## src/rtl/clk_div_ctrl_pkg.sv

```systemverilog
// Shared constants and state encoding for the clock-divider controller.
package clk_div_ctrl_pkg;

   // Default counter/ratio width and the ratio loaded at reset.
   localparam int DEF_DIV_W       = 16;
   localparam int DEF_DEFAULT_DIV = 4;

   // Smallest divide ratio that still produces a toggling clk_out.
   localparam int MIN_DIV = 2;

   // IDLE: stopped. RUN: counting. PEND: counting with a new ratio waiting for the period end.
   typedef enum logic [1:0] {
      ST_IDLE = 2'd0,
      ST_RUN  = 2'd1,
      ST_PEND = 2'd2
   } state_e;

endpackage

```

## src/rtl/clk_div_ctrl_counter.sv

```systemverilog
// Period counter and registered clk_out/tick outputs for the clock divider.
// The counter runs 0..div-1 while enabled; outputs are registered alongside cnt.
module clk_div_ctrl_counter
   import clk_div_ctrl_pkg::*;
#(
   parameter int DIV_W = DEF_DIV_W
) (
   input  logic             clk,
   input  logic             rst,
   input  logic             en,       // next cycle is a counting cycle
   input  logic [DIV_W-1:0] div,      // ratio in force for the current period
   output logic             wrap,     // current cycle is the last one of the period
   output logic             tick,
   output logic             clk_out
);

   logic [DIV_W-1:0] cnt_q, cnt_d;
   logic             en_q;
   logic             tick_q, tick_d;
   logic             clk_out_q, clk_out_d;
   logic [DIV_W:0]   hi;

   assign wrap    = en_q && (cnt_q == (div - DIV_W'(1)));
   assign tick    = tick_q;
   assign clk_out = clk_out_q;

   // Next count and next output levels; a fresh period always starts at cnt 0,
   // and cnt 0 is always in the high phase, so a ratio change at a period
   // boundary never affects the first cycle of the new period.
   always_comb begin
      hi        = ({1'b0, div} + (DIV_W + 1)'(1)) >> 1;
      cnt_d     = '0;
      tick_d    = 1'b0;
      clk_out_d = 1'b0;
      if (en && en_q && !wrap) begin
         cnt_d = cnt_q + DIV_W'(1);
      end
      if (en) begin
         tick_d    = (cnt_d == '0);
         clk_out_d = ({1'b0, cnt_d} < hi);
      end
   end

   // Counter and output registers.
   always_ff @(posedge clk) begin
      if (rst) begin
         cnt_q     <= '0;
         en_q      <= 1'b0;
         tick_q    <= 1'b0;
         clk_out_q <= 1'b0;
      end else begin
         cnt_q     <= cnt_d;
         en_q      <= en;
         tick_q    <= tick_d;
         clk_out_q <= clk_out_d;
      end
   end

endmodule

```

## src/rtl/clk_div_ctrl.sv

```systemverilog
// Run-time clock-divider controller: holds the active ratio, accepts new ratios
// over valid/ready and applies them only at a period boundary.
// Handshake: a request is taken on a rising edge where cfg_valid && cfg_ready;
// cfg_ready depends only on the current state (low while a ratio is pending).
module clk_div_ctrl
   import clk_div_ctrl_pkg::*;
#(
   parameter int DIV_W       = DEF_DIV_W,
   parameter int DEFAULT_DIV = DEF_DEFAULT_DIV
) (
   input  logic             clk,
   input  logic             rst,
   input  logic             run,
   input  logic [DIV_W-1:0] cfg_div,
   input  logic             cfg_valid,
   output logic             cfg_ready,
   output logic             cfg_err,
   output logic             clk_out,
   output logic             tick,
   output logic             active,
   output logic [DIV_W-1:0] div_cur,
   output state_e           state_dbg
);

   state_e           state_q, state_d;
   logic [DIV_W-1:0] div_cur_q, div_cur_d;
   logic [DIV_W-1:0] pend_div_q, pend_div_d;
   logic             cfg_err_q, cfg_err_d;
   logic             accept, legal, wrap, cnt_en;

   assign cfg_ready = (state_q != ST_PEND);
   assign active    = (state_q != ST_IDLE);
   assign cfg_err   = cfg_err_q;
   assign div_cur   = div_cur_q;
   assign state_dbg = state_q;
   assign accept    = cfg_valid && cfg_ready;
   assign legal     = (cfg_div >= DIV_W'(MIN_DIV));
   assign cnt_en    = (state_d != ST_IDLE);

   // Next-state, handshake and ratio bookkeeping.
   always_comb begin
      state_d    = state_q;
      div_cur_d  = div_cur_q;
      pend_div_d = pend_div_q;
      cfg_err_d  = accept && !legal;
      case (state_q)
         ST_IDLE: begin
            if (accept && legal) begin
               div_cur_d = cfg_div;
            end
            if (run) begin
               state_d = ST_RUN;
            end
         end
         ST_RUN: begin
            if (wrap && !run) begin
               // Stopping: nothing runs afterwards, so a ratio taken now is simply loaded.
               state_d = ST_IDLE;
               if (accept && legal) begin
                  div_cur_d = cfg_div;
               end
            end else if (accept && legal) begin
               // Even on a period's last cycle the new ratio waits a full period.
               pend_div_d = cfg_div;
               state_d    = ST_PEND;
            end
         end
         ST_PEND: begin
            if (wrap) begin
               div_cur_d = pend_div_q;
               state_d   = run ? ST_RUN : ST_IDLE;
            end
         end
         default: begin
            state_d = ST_IDLE;
         end
      endcase
   end

   // Control registers.
   always_ff @(posedge clk) begin
      if (rst) begin
         state_q    <= ST_IDLE;
         div_cur_q  <= DIV_W'(DEFAULT_DIV);
         pend_div_q <= '0;
         cfg_err_q  <= 1'b0;
      end else begin
         state_q    <= state_d;
         div_cur_q  <= div_cur_d;
         pend_div_q <= pend_div_d;
         cfg_err_q  <= cfg_err_d;
      end
   end

   clk_div_ctrl_counter #(
      .DIV_W (DIV_W)
   ) u_counter (
      .clk     (clk),
      .rst     (rst),
      .en      (cnt_en),
      .div     (div_cur_q),
      .wrap    (wrap),
      .tick    (tick),
      .clk_out (clk_out)
   );

endmodule
```

## config.mk

```make
export PLATFORM = sky130hd
export DESIGN_NAME = clk_div_ctrl
export DESIGN_NICKNAME = d
export VERILOG_FILES = /design/src/rtl/clk_div_ctrl_pkg.sv /design/src/rtl/clk_div_ctrl_counter.sv /design/src/rtl/clk_div_ctrl.sv
export SDC_FILE = /design/constraint.sdc
export NUM_CORES = 1
export LEC_CHECK = 0
export CELL_PAD_IN_SITES_DETAIL_PLACEMENT = 0
export CELL_PAD_IN_SITES_GLOBAL_PLACEMENT = 2
export CORE_MARGIN = 2
export CORE_UTILIZATION = 35
export CTS_CLUSTER_SIZE = 40
export DETAILED_ROUTE_END_ITERATION = 8
export PLACE_DENSITY = 0.91
export SYNTH_ARGS = -nofsm -noshare
export SYNTH_HDL_FRONTEND = slang
export SYNTH_SLANG_ARGS = --single-unit
```

## constraint.sdc

```tcl
create_clock -name clk -period 4.86 [get_ports clk]
set_input_delay 0.972 -clock clk [delete_from_list [all_inputs] [get_ports clk]]
set_output_delay 0.972 -clock clk [all_outputs]
set_load 0.01 [all_outputs]
```

After elaboration in Yosys (flattened, before gate mapping)
Index checks and enable logic that the tools add are counted.
{ "totals": {"input_bits": 20, "out_inout_bits": 23, "reg_bits": 54, "wordCells": 50} }
{ "classes": {"order_cmp": 2, "n_mux": 11, "n_bitwise": 2, "addsub": 3, "n_reduce_logical": 18, "n_eq_ne": 6} }
{ "op_table": {"columns": ["op", "count"], "rows": [
  ["16-bit two-way mux", 4],
  ["16-bit case mux with 3 select lines", 1],
  ["16-bit by 1-bit adder with 17-bit output (second input constant)", 1],
  ["16-bit by 1-bit adder with 16-bit output (second input constant)", 1],
  ["16-bit == test", 1],
  ["16-bit by 2-bit greater-or-equal comparator with 1-bit output (second input constant)", 1],
  ["16-bit logical NOT", 1],
  ["16-bit < comparator", 1],
  ["16-bit by 1-bit subtractor with 16-bit output (second input constant)", 1],
  ["2-bit two-way mux", 4],
  ["1-bit logical AND", 7],
  ["2-bit case mux with 3 select lines", 1],
  ["3-bit AND reduction", 2],
  ["2-bit != test (second input constant)", 2],
  ["2-bit nonzero test", 2],
  ["1-bit logical NOT", 3],
  ["3-bit nonzero test", 1],
  ["2-bit by 1-bit == test with 1-bit output (second input constant)", 1],
  ["2-bit == test (second input constant)", 1],
  ["2-bit logical NOT", 1],
  ["2-bit by 1-bit != test with 1-bit output (second input constant)", 1],
  ["1-bit inverter", 2],
  ["2-bit OR reduction", 1],
  ["1-bit two-way mux", 1]
]} }

Longest topological paths before layout
{ "depth": {"word_depth": 11, "depth_mapped": 20, "mapped_depth_nobuf": 17} }

Modules after synthesis
From an unflattened synthesis, not the netlist that was laid out.
{ "hier_totals": {"hier_cells": 511, "hier_area_um2": 4210.3} }
{ "by_module_without_submodules": {"columns": ["mod", "n_inst", "area_each_um2", "seq_area_each_um2", "cells_per_inst"], "rows": [
  ["clk_div_ctrl_counter", 1, 2376.0, 380.4, 309],
  ["clk_div_ctrl", 1, 1834.3, 700.7, 202]
]} }

Worst setup path after synthesis
Ideal clock, no wire load.
{ "synth_path": {"kind": "flip-flop to flip-flop", "start": "register div_cur_q[0] (netlist: div_cur[0])", "end": "register u_counter.clk_out_q (netlist: u_counter.clk_out)", "period_less_slack_ps": 4284, "n_path_buf": 3, "path_slack_ps": 576, "arrival_ps": 4204, "setup_ps": 80, "required_time_ps": 4780, "stages_incl_launch_ff": 21, "cell_sequence": "dfxtp_1 -> clkbuf_1 -> inv_1 -> ha_1 -> or4b_4 -> buf_6 -> o41a_1 -> a211oi_1 -> a211oi_2 -> o2111ai_2 -> o2111ai_2 -> clkbuf_1 -> nor2_1 -> ha_1 -> a21o_1 -> a21o_1 -> a21oi_1 -> nor2_1 -> a211oi_1 -> o221ai_1 -> nor3b_1"} }
{ "synth_between": {"elab_chain_len": 11, "elab_cells_between_ends": 16, "classes_between": "2 x add/sub; 1 x order compare; 1 x eq/ne; 4 x mux; 1 x bitwise; 7 x reduce/logical"} }
{ "synth_lines": {"columns": ["item", "line_no", "rtl"], "rows": [
  ["from (decl)", "clk_div_ctrl.sv:26", "logic [DIV_W-1:0] div_cur_q, div_cur_d;"],
  ["from (signal assigned)", "clk_div_ctrl.sv:84", "div_cur_q <= DIV_W'(DEFAULT_DIV);"],
  ["from (signal assigned)", "clk_div_ctrl.sv:89", "div_cur_q <= div_cur_d;"],
  ["16-bit by 1-bit subtractor with 16-bit output (*)", "clk_div_ctrl_counter.sv:23", "assign wrap = en_q && (cnt_q == (div - DIV_W'(1)));"],
  ["16-bit == test (*)", "clk_div_ctrl_counter.sv:23", null],
  ["1-bit logical AND (*)", "clk_div_ctrl_counter.sv:23", null],
  ["1-bit logical AND", "clk_div_ctrl.sv:56", "if (wrap && !run) begin"],
  ["2-bit two-way mux", "clk_div_ctrl.sv:56", null],
  ["2-bit case mux with 3 select lines", "clk_div_ctrl.sv:46", "case (state_q)"],
  ["2-bit nonzero test", "clk_div_ctrl.sv:38", "assign cnt_en = (state_d != ST_IDLE);"],
  ["1-bit logical AND", "clk_div_ctrl_counter.sv:35", "if (en && en_q && !wrap) begin"],
  ["1-bit logical AND (*)", "clk_div_ctrl_counter.sv:35", null],
  ["16-bit two-way mux (*)", "clk_div_ctrl_counter.sv:35", null],
  ["net u_counter.cnt_d[5]", "clk_div_ctrl_counter.sv:17", "logic [DIV_W-1:0] cnt_q, cnt_d;"],
  ["16-bit < comparator (*)", "clk_div_ctrl_counter.sv:40", "clk_out_d = ({1'b0, cnt_d} < hi);"],
  ["to (signal assigned)", "clk_div_ctrl_counter.sv:55", "clk_out_q <= clk_out_d;"],
  ["to (decl)", "clk_div_ctrl_counter.sv:20", "logic clk_out_q, clk_out_d;"]
]} }
The timed path passes the listed nets; every way through them passes the cells marked *.
A chain may end at the register's enable or synchronous reset.

Worst setup path in the final report
Same ends and word-level chain as after synthesis.

==> run_results.csv <==
group,metric,value,unit
clock_network,numCtsBuffers,5,
finish,ant_diodes,0,
critical_path,endpoint_of_the_lowest_slack_register_to_register_path,"u_counter.clk_out",
finish,multi_input_comb_area,2610,µm²
logic_synthesis,async_flop_share,0,%
timing,timing.fmax,229,MHz
power,power.internal,0.717,mW
logic_synthesis,synth-edff-count,0,
detailed_routing,antenna_violating_nets_post_route,0,
place,finalWeightedCongestion,0.887,
critical_path,worstPathRequired,5.10,ns
finish,instances_no_fill,621,
timing,finalHoldViolations,0,
clock_network,clkTransAtPathRegs,0.11,ns
power,seqPwrFrac,47.5,%
finish,most-common-layout-cells,"sky130_fd_sc_hd__nor2_1, sky130_fd_sc_hd__dfxtp_1, sky130_fd_sc_hd__clkdlybuf4s50_1, sky130_fd_sc_hd__mux2i_1, sky130_fd_sc_hd__xnor2_1",
timing,timing.max_slew.rel_slack,33.2,%
power,power_per_cell_area,237,nW/µm²
timing,fin_hold_ws,0.505,ns
timing,setup_total_negative_slack,0,ns
global_routing,grt_pass1_wl,15400,µm
critical_path,worst_ep_arrival_time,4.61,ns
hold_path,hold_path_class,"flop to flop",
critical_path,r2r_setup_slack,0.49,ns
run_status,outcome,"completed",
floorplan,chipWidth,110,µm
detailed_routing,length_of_the_first_detailed_routing_pass_in_iterations,4,
global_routing,globalRouteOverflowTotal,0,
critical_path,critical_path.endpoint_type,"flop",
place,port_buffers,42,
power,share_comb_of_total_power,24.7,%
logic_synthesis,netlist-cell-type-count,60,
power,leakage_power_summed_over_all_cells,1.88,nW
finish,final_layout_size_suffix_gt1_share,9.98,%
timing,timing_max_transition_violations_final,0,
logic_synthesis,post_synth_inst_count,460,
global_routing,via_count_of_the_first_global_routing_pass,3086,
detailed_routing,drt_iter0_markers,77,
clock_network,cts_hold_repair.buffers,0,
power,worst_ir_drop_vdd,127,µV
place,dp_hpwl,7120,µm
detailed_routing,wl_per_cell,14.9,µm
clock_network,post_cts_resized,0,
detailed_routing,routed_wl,9280,µm
floorplan,start_util,35.9,%
clock_network,tritoncts,"built",
detailed_routing,num_vias,3243,
detailed_routing,remaining_drc_errors,0,
power,netSwitchingFraction,31.9,%
finish,areaGrowthSynthToFinish,14.1,%
finish,final_nets,518,
clock_network,number_of_levels_in_the_clock_h_tree,2,
logic_synthesis,ys_seq_elements,54,
timing,skew,0.00958,ns
critical_path,startpoint_class,"flop",
global_routing,grt_start_max_net_pins,53,
critical_path,reg2reg_depth,16,
finish,mostFrequentLayoutCell,"sky130_fd_sc_hd__nor2_1",
hold_path,min_delay_path_depth,2,
timing,fin_crit_sh,89.9,%
clock_network,clock_path_buffers,2,
timing,final_critical_path_setup_slack,0.493,ns
logic_synthesis,proportion_of_synthesized_chip_area_in_sequential_cells,27.7,%
detailed_routing,avgViaCountPerCell,5.22,
finish,final_util,41.0,%
finish,regArea,1080,µm²
clock_network,cts_sinks,54,
timing,setup_viol,0,
timing,transition_time_at_the_pin_with_the_least_slew_margin,0.999,ns
timing,layout_min_cycle_time,4.37,ns
critical_path,r2r-start,"div_cur[0]",
floorplan,number_of_rows_created_at_floorplan,38,
logic_synthesis,synthesis.area_per_instance,8.47,µm²
floorplan,core_area,10800,µm²
floorplan,ioPinCount,43,
run,max_cap_viol_count,0,
logic_synthesis,synth_fp_nets,498,
place,place_inst,613,
critical_path,worst-setup-path-type,"flop to flop",
critical_path,worstPathMaxFanout,11,
floorplan,chipHeight,110,µm
global_routing,grt_usage,16.2,%
timing,unrepaired_setup_endpoints_after_global_routing,"no",
power,switching_power,0.336,mW
floorplan,dieArea,12000,µm²
global_routing,antenna_found_initial,0,
logic_synthesis,warnings_synthesis,0,
clock_network,post_cts.repair.setup_buffers,0,
clock_network,worstSkewPairLatency,0.32,ns
place,detailedPlace.worstSlack,0.509,ns
power,share_clk_of_total_power,27.8,%
hold_path,min-delay-start,"pend_div_q[0]",
logic_synthesis,ys_dominant_reg_cell,"sky130_fd_sc_hd__dfxtp_1",
clock_network,clk_root_buffer_cell,"sky130_fd_sc_hd__clkbuf_8",
logic_synthesis,netlist_area,3900,µm²
finish,filler_cell_count,1145,
hold_path,whs_endpoint,"pend_div_q[0]",
==> kinds of logic after synthesis <==
| family | Yosys count | share of synthesized area (%) |
|---|---|---|
| AO/OA/AOI/OAI | 52 | 10.5 |
| flip-flops | 54 | 27.7 |
| buffers and inverters | 40 | 5.27 |
| multiplexers | 49 | 14.0 |
| XOR/XNOR | 46 | 10.3 |
| AND/OR/NAND/NOR | 201 | 26.4 |
| adder cells (fa/ha/maj) | 18 | 5.78 |
==> metal layers <==
metal / vias to the layer above / global-route usage (%) / wire length (µm)
li1: 1646 / - / -
met1: 1543 / 22.3 / 4640
met2: 45 / 26.5 / 4230
met3: 9 / 2.73 / 276
met4: 0 / 3.53 / 137
met5: - / 0 / 0
==> power groups by stage <==
stage	logic [mW]	registers (mW)	clock network, mW
5_1_grt	0.286	0.505	0.319
4_1_cts	0.263	0.500	0.301
3_3_place_gp	0.258	0.509	0
3_5_place_dp	0.261	0.510	0
6_report	0.260	0.500	0.293
2_1_floorplan	0.195	0.493	0
==> cell usage after synthesis (all sizes together), types with 2 or more instances <==
cell | n | area, µm²
nor2 | 86 | 348
dfxtp | 54 | 1080
mux2i | 33 | 330
xnor2 | 25 | 219
nand2 | 24 | 90.1
xor2 | 21 | 184
clkbuf | 20 | 75.1
ha | 18 | 225
mux2 | 16 | 214
nor2b | 16 | 100
nand3 | 15 | 75.1
buf | 13 | 104
a21oi | 12 | 60.1
and3 | 11 | 68.8
nor3 | 10 | 55.1
nand4 | 8 | 50.1
nor4 | 8 | 65.1
inv | 7 | 26.3
a21o | 6 | 45.0
and4 | 6 | 52.6
a211oi | 5 | 47.5
o21ai | 5 | 25.0
o2111ai | 4 | 47.6
and2 | 3 | 18.8
o211ai | 3 | 22.5
or2 | 3 | 18.8
or3 | 3 | 18.8
nand2b | 2 | 12.5
o21ba | 2 | 20.0
o22ai | 2 | 12.5
or4 | 2 | 18.8
==> worst max path at each step <==
stage	from	endpoint	slack (ns)	depth (start not counted)
final	div_cur[0]	u_counter.clk_out	0.49	16
after floorplan	div_cur[0]	u_counter.clk_out	0.58	20
after global routing	div_cur[0]	u_counter.clk_out	0.07	17
after global placement	div_cur[0]	u_counter.clk_out	0.64	17
after detailed placement	div_cur[0]	u_counter.clk_out	0.51	17
after CTS	div_cur[0]	u_counter.clk_out	0.47	16
==> flip-flops by register name (all words and copies together) (netlist names) <==
register / cells
div_cur: 16
pend_div_q: 16
u_counter.cnt_q: 16
state_dbg: 2
cfg_err: 1
u_counter.clk_out: 1
u_counter.en_q: 1
u_counter.tick: 1
==> final cells by class <==
type / count / share of cell area [%]
clock inverters: 2 / 0.450
flip-flops and latches: 54 / 24.3
clock buffers: 6 / 1.86
inverters: 7 / 0.591
repair buffers: 46 / 10.0
well taps: 140 / 3.94
multi-input cells: 366 / 58.8
==> worst max-delay path: stages (launching register included) <==
cell                        delay (ns)
sky130_fd_sc_hd__dfxtp_1          0.43
sky130_fd_sc_hd__inv_1            0.12
sky130_fd_sc_hd__ha_1             0.25
sky130_fd_sc_hd__or4b_4           0.56
sky130_fd_sc_hd__o41a_1           0.33
sky130_fd_sc_hd__a211oi_1         0.27
sky130_fd_sc_hd__a211oi_2         0.09
sky130_fd_sc_hd__o2111ai_2        0.37
sky130_fd_sc_hd__o2111ai_2        0.34
sky130_fd_sc_hd__buf_4            0.28
sky130_fd_sc_hd__nor2_1           0.12
sky130_fd_sc_hd__ha_1             0.25
sky130_fd_sc_hd__a21o_1           0.16
sky130_fd_sc_hd__a21o_1           0.17
sky130_fd_sc_hd__a211oi_1         0.23
sky130_fd_sc_hd__o221ai_1         0.14
sky130_fd_sc_hd__nor3b_1          0.18
==> per-stage QoR <==
| step | instance area, µm² | power (mW) |
|---|---|---|
| 2_1_floorplan | 3900 | 0.688 |
| 3_3_place_gp | 4340 | 0.767 |
| 3_5_place_dp | 4340 | 0.771 |
| 4_1_cts | 4440 | 1.06 |
| 5_1_grt | 4440 | 1.11 |
| 6_report | 4440 | 1.05 |
(Power assumes the default switching activity.)
==> RTL edit (config.mk and constraints unchanged) <==
`DEF_DIV_W`: 16 -> 18.
--- a/src/rtl/clk_div_ctrl_pkg.sv
+++ b/src/rtl/clk_div_ctrl_pkg.sv
@@ -2,7 +2,7 @@
 package clk_div_ctrl_pkg;
 
    // Default counter/ratio width and the ratio loaded at reset.
-   localparam int DEF_DIV_W       = 16;
+   localparam int DEF_DIV_W       = 18;
    localparam int DEF_DEFAULT_DIV = 4;
 
    // Smallest divide ratio that still produces a toggling clk_out.
Ports: changed (resized cfg_div and div_cur); port bits go from 43 to 47. No check against the original RTL was run, so the function may have changed too.
==> RTL edit against the unedited design <==
  * Design area grew 13%
  * Routed wire length grew 19%
  * Sequential cell count grew 6
  * Via count grew 13%
  * Synthesized area grew 8.3%
  * Critical path depth grew 1
  * Power grew 42%
  * Sequential power grew 13%
  * Worst hold slack lost 0.014 ns
  * Clock power grew 110%
  * Worst setup slack lost 0.083 ns
  * Critical path type unchanged
==> RTL edit: results (changes against the unedited design) <==
dpl cell area = 4755 sq um (was 4342 sq um)
largest net degree at the start of global routing = 59 (was 53)
CP arrival = 4.69 ns (was 4.61 ns)
synth top area cells = dfxtp_1 (28%), mux2i_1 (8.8%), nor2_1 (8.2%) (was dfxtp_1 (28%), mux2i_1 (8.5%), nor2_1 (7.3%))
Hold Path Sink = pend_div_q[14] (was pend_div_q[0])
xor-xnor portion of the synthesized cell area = 10.17% (was 10.34%)
clock-pin slew on the worst setup and hold paths = 0.05 ns (was 0.11 ns)
gr usage total = 17.25% (was 16.19%)
Yosys warnings = 0 (unchanged)
Iter 0 DRT Violations = 202 (was 77)
most frequent cells after synthesis = nor2_1 (92), dfxtp_1 (60), mux2i_1 (37) (was nor2_1 (76), dfxtp_1 (54), mux2i_1 (33))
sequential area share after synthesis = 28.45% (was 27.75%)
total setup buffers inserted after CTS = 0 (unchanged)
origin of the worst min-delay path = pend_div_q[14] (was pend_div_q[0])
status = complete, no violations (unchanged)
Final nets = 585 (was 518)
Synth cell types = 61 (was 60)
Root Buffer = clkbuf_16 (was clkbuf_8)
relative slew slack = 31.56% (was 33.22%)
H-tree depth = 3 (was 2)
flop2flop setup slack = 0.41 ns (was 0.49 ns)
pre-CTS WS = 0.5086 ns (was 0.5087 ns)
Leak = 2.042 nW (was 1.878 nW)
gpl congestion = 0.8471 (was 0.8874)
Placed Cells = 679 (was 613)
multiplexer area fraction after synthesis = 14.37% (was 13.97%)
Avg Cell Area, Syn = 8.245 sq um (was 8.470 sq um)
post-synth net total = 554 (was 498)
number of global-route vias before repair = 3,541 (was 3,086)
area fraction in compound gates after synthesis = 10.14% (was 10.47%)
layout cell share with drive strength beyond 1 = 7.156% (was 9.979%)
CP max stage cell = a21o_1 (was or4b_4)
global-route wire length before repair = 17,820 um (was 15,400 um)
DP HPWL = 8439 um (was 7122 um)
final cell count without fillers = 692 (was 621)
Worst Clk Skew = 0.007133 ns (was 0.009578 ns)
Critical Path Fanout Max = 20 (was 11)
worst hold margin = 0.4911 ns (was 0.5046 ns)
cts bufs inserted = 9 (was 5)
Reg2Reg Depth = 17 (was 16)
number of port buffers = 46 (was 42)
Final min period = 4.451 ns (was 4.367 ns)
adder-cell share of the synthesized area = 5.928% (was 5.780%)
Peak VDD IR = 0.1701 mV (was 0.1272 mV)
RTL edit: report_power, final:
group	internal (mW)	switching, mW
combinational	0.156	0.158
sequential	0.519	0.0471
clock	0.400	0.210
RTL edit: cell families after synthesis:
kind of cell | Yosys count
AO/OA/AOI/OAI | 60
XOR/XNOR | 49
adder cells (fa/ha/maj) | 20
buffers and inverters | 45
flip-flops | 60
multiplexers | 55
AND/OR/NAND/NOR | 223
RTL edit: final cells by class:
class / instances / area, sq um
clock inverter: 3 / 40.04
multi-input combinational: 407 / 2824
timing repair buffer: 51 / 493.0
sequential: 60 / 1201
inverter: 14 / 52.55
fill: 1203 / 6878
clock buffer: 10 / 239.0
tap: 147 / 183.9
RTL edit: metal layers:
metal | global-route usage (%) | vias to the layer above | share of wire, %
met5 | 0 | - | 0
met4 | 4.634 | 0 | 0.64
met3 | 2.816 | 7 | 4.1
met2 | 29.02 | 62 | 47
met1 | 23.01 | 1730 | 48
li1 | - | 1859 | -
